[src/rtl/cout_pair_gen_pkg.sv]
// Shared types and constants for the carry-pair sequencer and its relation tracker.
package cout_pair_gen_pkg;

  localparam int CNT_W = 10;
  localparam logic [CNT_W-1:0] PERIOD_MIN = 10'd2;

  // One-hot encoding so the tracker's state bits are the relation outputs.
  typedef enum logic [2:0] {
    EQ     = 3'b001,
    A_LEAD = 3'b010,
    B_LEAD = 3'b100
  } rel_t;

  typedef enum logic [1:0] {
    IDLE = 2'd0,
    SEEK = 2'd1,
    HOLD = 2'd2,
    DONE = 2'd3
  } ctl_state_t;

  function automatic rel_t decode_target(input logic [1:0] t);
    rel_t r;
    case (t)
      2'b01:   r = A_LEAD;
      2'b10:   r = B_LEAD;
      default: r = EQ;
    endcase
    return r;
  endfunction

endpackage

[src/rtl/cout_pair_gen_if.sv]
// Request/status bundle between a sequence requester and cout_pair_gen.
interface cout_pair_gen_if;
  import cout_pair_gen_pkg::*;

  logic             start;
  logic [1:0]       target;
  logic [CNT_W-1:0] period;
  logic [7:0]       hold_cnt;
  logic             CoutA;
  logic             CoutB;
  logic             AeqB;
  logic             AmB;
  logic             BmA;
  logic             busy;
  logic             done;

  modport master (
    output start, target, period, hold_cnt,
    input  CoutA, CoutB, AeqB, AmB, BmA, busy, done
  );

  modport slave (
    input  start, target, period, hold_cnt,
    output CoutA, CoutB, AeqB, AmB, BmA, busy, done
  );

endinterface

[src/rtl/cout_pair_gen_rel_tracker.sv]
// Tracks which carry stream is ahead; single pulses move the relation one step,
// coincident pulses cancel.
module rel_tracker
  import cout_pair_gen_pkg::*;
(
  input  logic CLK,
  input  logic rst_n,
  input  logic inA,
  input  logic inB,
  output logic AeqB,
  output logic AmB,
  output logic BmA
);

  rel_t rel_q;
  rel_t rel_d;

  always_comb begin
    rel_d = rel_q;
    if (inA && !inB) begin
      case (rel_q)
        EQ:      rel_d = A_LEAD;
        B_LEAD:  rel_d = EQ;
        default: rel_d = A_LEAD;
      endcase
    end else if (inB && !inA) begin
      case (rel_q)
        EQ:      rel_d = B_LEAD;
        A_LEAD:  rel_d = EQ;
        default: rel_d = B_LEAD;
      endcase
    end
  end

  always_ff @(posedge CLK or negedge rst_n) begin
    if (!rst_n) begin
      rel_q <= EQ;
    end else begin
      rel_q <= rel_d;
    end
  end

  assign AeqB = rel_q[0];
  assign AmB  = rel_q[1];
  assign BmA  = rel_q[2];

endmodule

[src/rtl/cout_pair_gen.sv]
// Carry-pair sequencer: steers the A/B relation to a target with single pulses
// on each tick, then issues a programmed number of simultaneous pairs.
//
// state | meaning
// IDLE  | waiting for start; relation held from the last sequence
// SEEK  | one corrective pulse per tick until relation matches target
// HOLD  | one A+B pair per tick until remaining count is exhausted
// DONE  | single-cycle completion, done=1
module cout_pair_gen
  import cout_pair_gen_pkg::*;
(
  input  logic            CLK,
  input  logic            rst_n,
  cout_pair_gen_if.slave  bus
);

  ctl_state_t       state_q, state_d;
  logic [CNT_W-1:0] cnt_q, cnt_d;
  logic [CNT_W-1:0] per_q, per_d;
  rel_t             tgt_q, tgt_d;
  logic [7:0]       hold_q, hold_d;
  logic [7:0]       rem_q, rem_d;
  logic             tick_q, tick_d;
  logic             cout_a_q, cout_a_d;
  logic             cout_b_q, cout_b_d;

  logic [2:0]       rel_vec;
  logic [CNT_W-1:0] per_clamped;
  logic             wrap;
  logic             toward_a;

  assign rel_vec     = {bus.BmA, bus.AmB, bus.AeqB};
  assign per_clamped = (bus.period < PERIOD_MIN) ? PERIOD_MIN : bus.period;
  assign wrap        = (cnt_q == per_q - 10'd1);
  // EQ is reached from B_LEAD by an A pulse, from A_LEAD by a B pulse.
  assign toward_a    = (tgt_q == A_LEAD) || ((tgt_q == EQ) && (rel_vec == B_LEAD));

  always_comb begin
    state_d  = state_q;
    cnt_d    = cnt_q;
    per_d    = per_q;
    tgt_d    = tgt_q;
    hold_d   = hold_q;
    rem_d    = rem_q;
    tick_d   = 1'b0;
    cout_a_d = 1'b0;
    cout_b_d = 1'b0;

    case (state_q)
      IDLE: begin
        if (bus.start) begin
          tgt_d   = decode_target(bus.target);
          per_d   = per_clamped;
          hold_d  = bus.hold_cnt;
          cnt_d   = '0;
          state_d = SEEK;
        end
      end
      SEEK, HOLD: begin
        cnt_d  = wrap ? '0 : cnt_q + 10'd1;
        tick_d = wrap;
        if (tick_q) begin
          if (state_q == SEEK) begin
            if (rel_vec == tgt_q) begin
              rem_d   = hold_q;
              state_d = HOLD;
            end else if (toward_a) begin
              cout_a_d = 1'b1;
            end else begin
              cout_b_d = 1'b1;
            end
          end else begin
            if (rem_q != 8'd0) begin
              cout_a_d = 1'b1;
              cout_b_d = 1'b1;
              rem_d    = rem_q - 8'd1;
            end else begin
              state_d = DONE;
            end
          end
        end
      end
      DONE: begin
        state_d = IDLE;
      end
      default: begin
        state_d = IDLE;
      end
    endcase
  end

  always_ff @(posedge CLK or negedge rst_n) begin
    if (!rst_n) begin
      state_q  <= IDLE;
      cnt_q    <= '0;
      per_q    <= PERIOD_MIN;
      tgt_q    <= EQ;
      hold_q   <= '0;
      rem_q    <= '0;
      tick_q   <= 1'b0;
      cout_a_q <= 1'b0;
      cout_b_q <= 1'b0;
    end else begin
      state_q  <= state_d;
      cnt_q    <= cnt_d;
      per_q    <= per_d;
      tgt_q    <= tgt_d;
      hold_q   <= hold_d;
      rem_q    <= rem_d;
      tick_q   <= tick_d;
      cout_a_q <= cout_a_d;
      cout_b_q <= cout_b_d;
    end
  end

  rel_tracker u_rel (
    .CLK   (CLK),
    .rst_n (rst_n),
    .inA   (cout_a_q),
    .inB   (cout_b_q),
    .AeqB  (bus.AeqB),
    .AmB   (bus.AmB),
    .BmA   (bus.BmA)
  );

  assign bus.CoutA = cout_a_q;
  assign bus.CoutB = cout_b_q;
  assign bus.busy  = (state_q != IDLE);
  assign bus.done  = (state_q == DONE);

endmodule

[src/flat_wrapper.sv]
// flat-port wrapper written by rule: the top's interface ports become plain ports
module cout_pair_gen_flat import cout_pair_gen_pkg::*;
  (CLK, rst_n, bus_start, bus_target, bus_period, bus_hold_cnt, bus_CoutA, bus_CoutB, bus_AeqB, bus_AmB, bus_BmA, bus_busy, bus_done);
  cout_pair_gen_if bus_i ();
  input  logic CLK;
  input  logic rst_n;
  input wire logic [$bits(bus_i.start)-1:0] bus_start;
  input wire logic [$bits(bus_i.target)-1:0] bus_target;
  input wire logic [$bits(bus_i.period)-1:0] bus_period;
  input wire logic [$bits(bus_i.hold_cnt)-1:0] bus_hold_cnt;
  output wire logic [$bits(bus_i.CoutA)-1:0] bus_CoutA;
  output wire logic [$bits(bus_i.CoutB)-1:0] bus_CoutB;
  output wire logic [$bits(bus_i.AeqB)-1:0] bus_AeqB;
  output wire logic [$bits(bus_i.AmB)-1:0] bus_AmB;
  output wire logic [$bits(bus_i.BmA)-1:0] bus_BmA;
  output wire logic [$bits(bus_i.busy)-1:0] bus_busy;
  output wire logic [$bits(bus_i.done)-1:0] bus_done;
  assign bus_i.start = bus_start;
  assign bus_i.target = bus_target;
  assign bus_i.period = bus_period;
  assign bus_i.hold_cnt = bus_hold_cnt;
  assign bus_CoutA = bus_i.CoutA;
  assign bus_CoutB = bus_i.CoutB;
  assign bus_AeqB = bus_i.AeqB;
  assign bus_AmB = bus_i.AmB;
  assign bus_BmA = bus_i.BmA;
  assign bus_busy = bus_i.busy;
  assign bus_done = bus_i.done;
  cout_pair_gen u_core (.CLK(CLK), .rst_n(rst_n), .bus(bus_i));
endmodule
[config.mk]
export PLATFORM = sky130hd
export DESIGN_NAME = cout_pair_gen_flat
export DESIGN_NICKNAME = d
export VERILOG_FILES = /design/src/rtl/cout_pair_gen_pkg.sv /design/src/rtl/cout_pair_gen_if.sv /design/src/rtl/cout_pair_gen_rel_tracker.sv /design/src/rtl/cout_pair_gen.sv /design/src/flat_wrapper.sv
export SDC_FILE = /design/constraint.sdc
export NUM_CORES = 1
export LEC_CHECK = 0
export BUFFER_PORTS_ARGS = -buffer_cell sky130_fd_sc_hd__buf_2
export CAP_MARGIN = 5
export CORE_UTILIZATION = 63
export CTS_CLUSTER_DIAMETER = 30
export DETAILED_ROUTE_END_ITERATION = 10
export GPL_ROUTABILITY_DRIVEN = 0
export HOLD_SLACK_MARGIN = 0.06
export PLACE_DENSITY_LB_ADDON = 0.12
export SYNTH_ARGS = -nofsm -noshare
export SYNTH_HDL_FRONTEND = slang
export SYNTH_SLANG_ARGS = --single-unit
[constraint.sdc]
create_clock -name CLK -period 5.1 [get_ports CLK]
set_clock_uncertainty 0.05 [all_clocks]
set_input_delay 1.02 -clock CLK [delete_from_list [all_inputs] [get_ports CLK]]
set_output_delay 1.02 -clock CLK [all_outputs]
set_load 0.005 [all_outputs]
* After elaboration in Yosys (flattened, before gate mapping) *
Cells that the tools add are included.

storage, ports and cells
  flip-flop bits (word level) = 47
  output and inout bits = 7
  logic and storage cells = 77

operators by class
  $add $sub $neg = 3
  order comparisons = 1
  equality and inequality tests = 16
  multiplexer cells = 30
  reduce and logical (&&, ||, !) cells = 17

operator list
  operator                                                                        number
  10-bit 2-to-1 mux                                                               3
  8-bit 2-to-1 mux                                                                3
  10-bit one-hot mux with 2 select lines                                          1
  1-bit 2-to-1 mux                                                                12
  2-bit 2-to-1 mux                                                                6
  10-bit by 1-bit adder with 10-bit output (second input constant)                1
  10-bit == test                                                                  1
  10-bit by 2-bit less-than comparator with 1-bit output (second input constant)  1
  10-bit by 1-bit subtractor with 10-bit output (second input constant)           1
  3-bit 2-to-1 mux                                                                3
  4-bit AND reduction                                                             2
  2-bit nonzero test                                                              4
  8-bit nonzero test                                                              1
  8-bit by 1-bit subtractor with 8-bit output (second input constant)             1
  2-bit == test (second input constant)                                           3
  3-bit by 2-bit == test with 1-bit output (second input constant)                2
  2-bit one-hot mux with 3 select lines                                           1
  3-bit one-hot mux with 2 select lines                                           1
  2-bit by 1-bit == test with 1-bit output (second input constant)                2
  2-bit != test (second input constant)                                           2
  2-bit AND reduction                                                             2
  3-bit by 1-bit == test with 1-bit output (second input constant)                1
  3-bit == test                                                                   1
  3-bit == test (second input constant)                                           1
  8 further kinds                                                                 11

* Depth between registers and ports, before layout *
  word-level depth = 8
  mapped depth = 10
  gate-level depth less buffers = 8

* Cells and area by module *
From an unflattened synthesis, not the netlist that was laid out.

second synthesis, totals
  cell total of the unflattened synthesis = 287
  area total of the unflattened synthesis = 2805.2 µm²

by module, submodules not included
  module         times used  cells an instance  area each (µm²)  seq. area each (µm²)
  cout_pair_gen  1           272                2647.5           1103.6
  rel_tracker    1           15                 157.7            76.3

* Worst setup path before layout *
No wires, ideal clock.

  kind = register to register
  start point = register u_core.state_q[0]
  end point = register u_core.rem_q[5]
  data arrival time = 1972 ps
  slack = 2942 ps
  cell stages (with the launch flop) = 10
  path through = dfrtp_1 -> ha_1 -> clkbuf_2 -> nor4b_1 -> a31o_2 -> a21o_1 -> clkbuf_1 -> nor3_1 -> a21oi_1 -> o21ai_0

on the way
  word-level cells in the longest chain between the ends = 3
  elaborated cells between the ends (all ways) = 7
  those cells by class = 3 x eq/ne; 1 x mux; 3 x reduce/logical

ends and longest elaborated chain
  item                                                                              RTL line                                  source
  start, declared                                                                   cout_pair_gen.sv:17                       ctl_state_t state_q, state_d;
  start signal, assigned                                                            cout_pair_gen.sv:104                      state_q <= state_d;
  2-bit by 1-bit == test with 1-bit output / 2-bit == test (equally long branches)  cout_pair_gen.sv:49, cout_pair_gen.sv:63
  2-bit != test (no source line), or another cell as far along                      -
  4-bit AND reduction (no source line)                                              -
  end signal, assigned                                                              cout_pair_gen.sv:109                      rem_q <= rem_d;
  end, declared                                                                     cout_pair_gen.sv:22                       logic [7:0] rem_q, rem_d;

Parallel ways exist; a longest one is shown, timed or not.
A chain may end at the register's enable or synchronous reset.

* Worst setup path after layout *
  start point = input bus_start
  end point = register u_core.cnt_q[7]

on the way
  word-level cells in the longest chain between the ends = 2

ends and longest elaborated chain
  item                                  RTL line              source
  start, declared                       flat_wrapper.sv:7     input wire logic [$bits(bus_i.start)-1:0] bus_start;
  2-bit != test (no source line)        -
  2-bit AND reduction (no source line)  -
  end signal, assigned                  cout_pair_gen.sv:105  cnt_q <= cnt_d;
  end, declared                         cout_pair_gen.sv:18   logic [CNT_W-1:0] cnt_q, cnt_d;

No other way between the ends.

==> impl_metrics.env <==
export IMPL_initial_core_util_pct=66.1
export IMPL_clockBufferDepth=2
export IMPL_dp_cells=345
export IMPL_mostFrequentLayoutCell="sky130_fd_sc_hd__dfrtp_1"
export IMPL_setup_worst_path_class="primary input to flip-flop"
export IMPL_ys_seq_area_share_pct=44.3
export IMPL_timing_max_cap_violations=0
export IMPL_cp_max_fo=24
export IMPL_worstHoldPathType="flip-flop to flip-flop"
export IMPL_static_leakage_power_nw=1.30
export IMPL_crit_required_ns=5.26
export IMPL_placementRows=23
export IMPL_fin_nets=335
export IMPL_final_instance_count_excl_fill=353
export IMPL_yosys_most_used_dff="sky130_fd_sc_hd__dfrtp_1"
export IMPL_antennaDiodeCount=0
export IMPL_synth_warnings=0
export IMPL_finalWirelength_um=4920
export IMPL_netlist_top_cells_area="sky130_fd_sc_hd__dfrtp_1 41%, sky130_fd_sc_hd__mux2_2 8.0%, sky130_fd_sc_hd__ha_1 4.7%"
export IMPL_die_area_um2=4490
export IMPL_area_growth_syn_to_layout_pct=9.62
export IMPL_setup_tns_final_ns=0
export IMPL_drive_above_1_share_pct=20.8
export IMPL_irDropWorstVdd_v=0.000317
export IMPL_dieWidth_um=67.0
export IMPL_synth_top_cell_area_share_pct=41.3
export IMPL_synth_cells=275
export IMPL_worst_r2r_setup_slack_ns=2.34
export IMPL_synthArstFlopShare_pct=100
export IMPL_netlist_cell_type_count=49
export IMPL_run_status="finished, final reports clean"
export IMPL_cts_root_buffer_cell="sky130_fd_sc_hd__clkbuf_8"
export IMPL_timing_final_setup_violations=0
export IMPL_timing_hold_worst_start="u_core.hold_q[3]$_DFFE_PN0P_"
export IMPL_drt_pass1_iter_count=4
export IMPL_netlist_top_cell_by_area="sky130_fd_sc_hd__dfrtp_1"
export IMPL_pin_count=30
export IMPL_synthesis_area_um2=2670
export IMPL_timing_max_slew_rel_slack_pct=27.7
export IMPL_worstReg2RegStart="u_core.state_q[0]$_DFFE_PN0P_"
export IMPL_final_min_period_over_clock_period_pct=57.0
export IMPL_drv_slew=0
export IMPL_cp_start_kind="primary input"
export IMPL_setup_repair_after_global_routing_missed_its_margin="false"
export IMPL_r2r_worst_path_cells=6
export IMPL_post_syn_area_per_cell_um2=9.69
export IMPL_post_cts_buffers=0
export IMPL_clock_fmax_mhz=344
export IMPL_synth_enable_flop_cells=0
export IMPL_clk_pin_slew_ns=0.08
export IMPL_route_detailed_vias_per_inst=5.73
export IMPL_initialDrtViolationCount=136
export IMPL_cts_htree_levels=2
export IMPL_final_hold_viol_count=0
export IMPL_worstSkewPairLatency_ns=0.30
export IMPL_tritoncts="built"
export IMPL_timing_final_crit_period_ns=2.91
export IMPL_vertical_die_dimension_um=67.0
export IMPL_num_vias=2024
export IMPL_track_usage_pct=24.4
export IMPL_drtAntennaViolNets=0
export IMPL_arrival_time_at_the_worst_endpoint_ns=3.07
export IMPL_hold_path_end="u_core.rem_q[3]$_DFFE_PN0P_"
export IMPL_antenna_found_initial=0
export IMPL_drc=0
export IMPL_worst_r2r_endpoint="u_core.cnt_q[7]$_DFFE_PN0P_"
export IMPL_clock_sinks=47
export IMPL_overflow=0
export IMPL_grt_max_degree=48
export IMPL_portBuffers=29
export IMPL_ctsHoldBuffers=0
export IMPL_dp_hpwl_um=3570
export IMPL_first_pass_grt_wire_length_um=8140
export IMPL_cts_inserted_buffers=5
export IMPL_synth_net_count=308
export IMPL_totalPowerFinal_mw=1.55
export IMPL_tightest_slew_ns=1.07
export IMPL_cells_resized_by_post_cts_repair=0
export IMPL_layout_cells_most_common_list="44 x sky130_fd_sc_hd__dfrtp_1, 29 x sky130_fd_sc_hd__buf_2, 27 x sky130_fd_sc_hd__nand2_1"
export IMPL_design_core_area_um2=4030
export IMPL_avgRoutedWirePerCell_um=13.9
export IMPL_vias_in_the_first_global_route=1885
export IMPL_cp_end_kind="flip-flop"
export IMPL_power_density_nw_per_um2=529
export IMPL_holdPathStages=1
export IMPL_synth_ff_latch_count=47
## sequential cells by signal, summed over array words and instances (netlist names)
register and cells:
u_core.bus.CoutA 1, u_core.bus.CoutB 1, u_core.cnt_q 10, u_core.hold_q 8
u_core.per_q 10, u_core.rem_q 8, u_core.state_q 2, u_core.tgt_q 3
u_core.tick_q 1, u_core.u_rel.rel_q 3
## report_power, final
group	switching, mW	total, mW	leakage [nW]	internal (mW)
sequential	0.173	0.693	0.594	0.520
combinational	0.315	0.632	0.663	0.318
clock	0.124	0.220	0.0412	0.0960
## metal layers
layer	GRT usage (%)	vias to the layer above	share of wire, %
met5	0	-	0
met2	38.9	38	46
met1	32.0	948	50
met3	5.65	7	2.4
met4	8.78	0	1.5
li1	-	1031	-
## synthesized netlist by cell type (all sizes together), types with 3 or more instances
cell and n:
nand2b 6, a21o 3, dfrtp 44, mux2 19, o22a 3, ha 10
nor2 17, inv 16, or3 6, a221o 4, xor2 6, clkbuf 7
nand2 27, nor3 9, a21oi 17, nor2b 6, dfstp 3, nand3 9
o21ai 17, xnor2 13
## cell families (layout without fill, tap and decap cells)
| group | count (synthesis) | after routing | synth area share (%) |
|---|---|---|---|
| compound gates | 61 | 61 | 15.0 |
| simple gates | 93 | 93 | 17.8 |
| xor+xnor | 19 | 19 | 6.24 |
| mux | 20 | 20 | 8.40 |
| flops | 47 | 47 | 44.3 |
| fa+ha+maj | 10 | 10 | 4.69 |
| buf+inv | 25 | 53 | 3.62 |
## metrics by stage
step / hold WS (ns) / instance area (um^2) / setup slack, ns / util [%]
floorplan: 0.417 / 2670 / 2.94 / -
global placement: 0.436 / 2840 / 2.01 / 70.4
detailed placement: 0.447 / 2840 / 1.92 / 70.4
CTS: 0.469 / 2920 / 2.18 / 72.5
global route: 0.496 / 2920 / 2.04 / 72.5
finish: 0.467 / 2920 / 2.19 / 72.5
## worst max path at each step
| stage | start | endpoint | depth (start not counted) |
|---|---|---|---|
| after floorplan | u_core.state_q[0]$_DFFE_PN0P_ | u_core.rem_q[5]$_DFFE_PN0P_ | 9 |
| after detailed placement | bus_start | u_core.cnt_q[7]$_DFFE_PN0P_ | 5 |
| after CTS | bus_start | u_core.cnt_q[7]$_DFFE_PN0P_ | 5 |
| final | bus_start | u_core.cnt_q[7]$_DFFE_PN0P_ | 5 |
| after global placement | bus_start | u_core.cnt_q[9]$_DFFE_PN0P_ | 5 |
| after global routing | bus_start | u_core.cnt_q[7]$_DFFE_PN0P_ | 5 |
## area by class of cell
class / instances / area (um^2)
Multi-Input combinational cell: 203 / 1390
Sequential cell: 47 / 1180
Fill cell: 301 / 1110
Timing Repair Buffer: 29 / 145
Clock buffer: 6 / 72.6
Tap cell: 50 / 62.6
Inverter: 16 / 60.1
Clock inverter: 2 / 12.5
## worst max-delay path, stage by stage
cell                       delay [ns]
sky130_fd_sc_hd__buf_2           0.11
sky130_fd_sc_hd__nand2_1         0.70
sky130_fd_sc_hd__a21boi_0        0.93
sky130_fd_sc_hd__nand2_1         0.19
sky130_fd_sc_hd__o21ai_0         0.13
(Power assumes the default switching activity.)
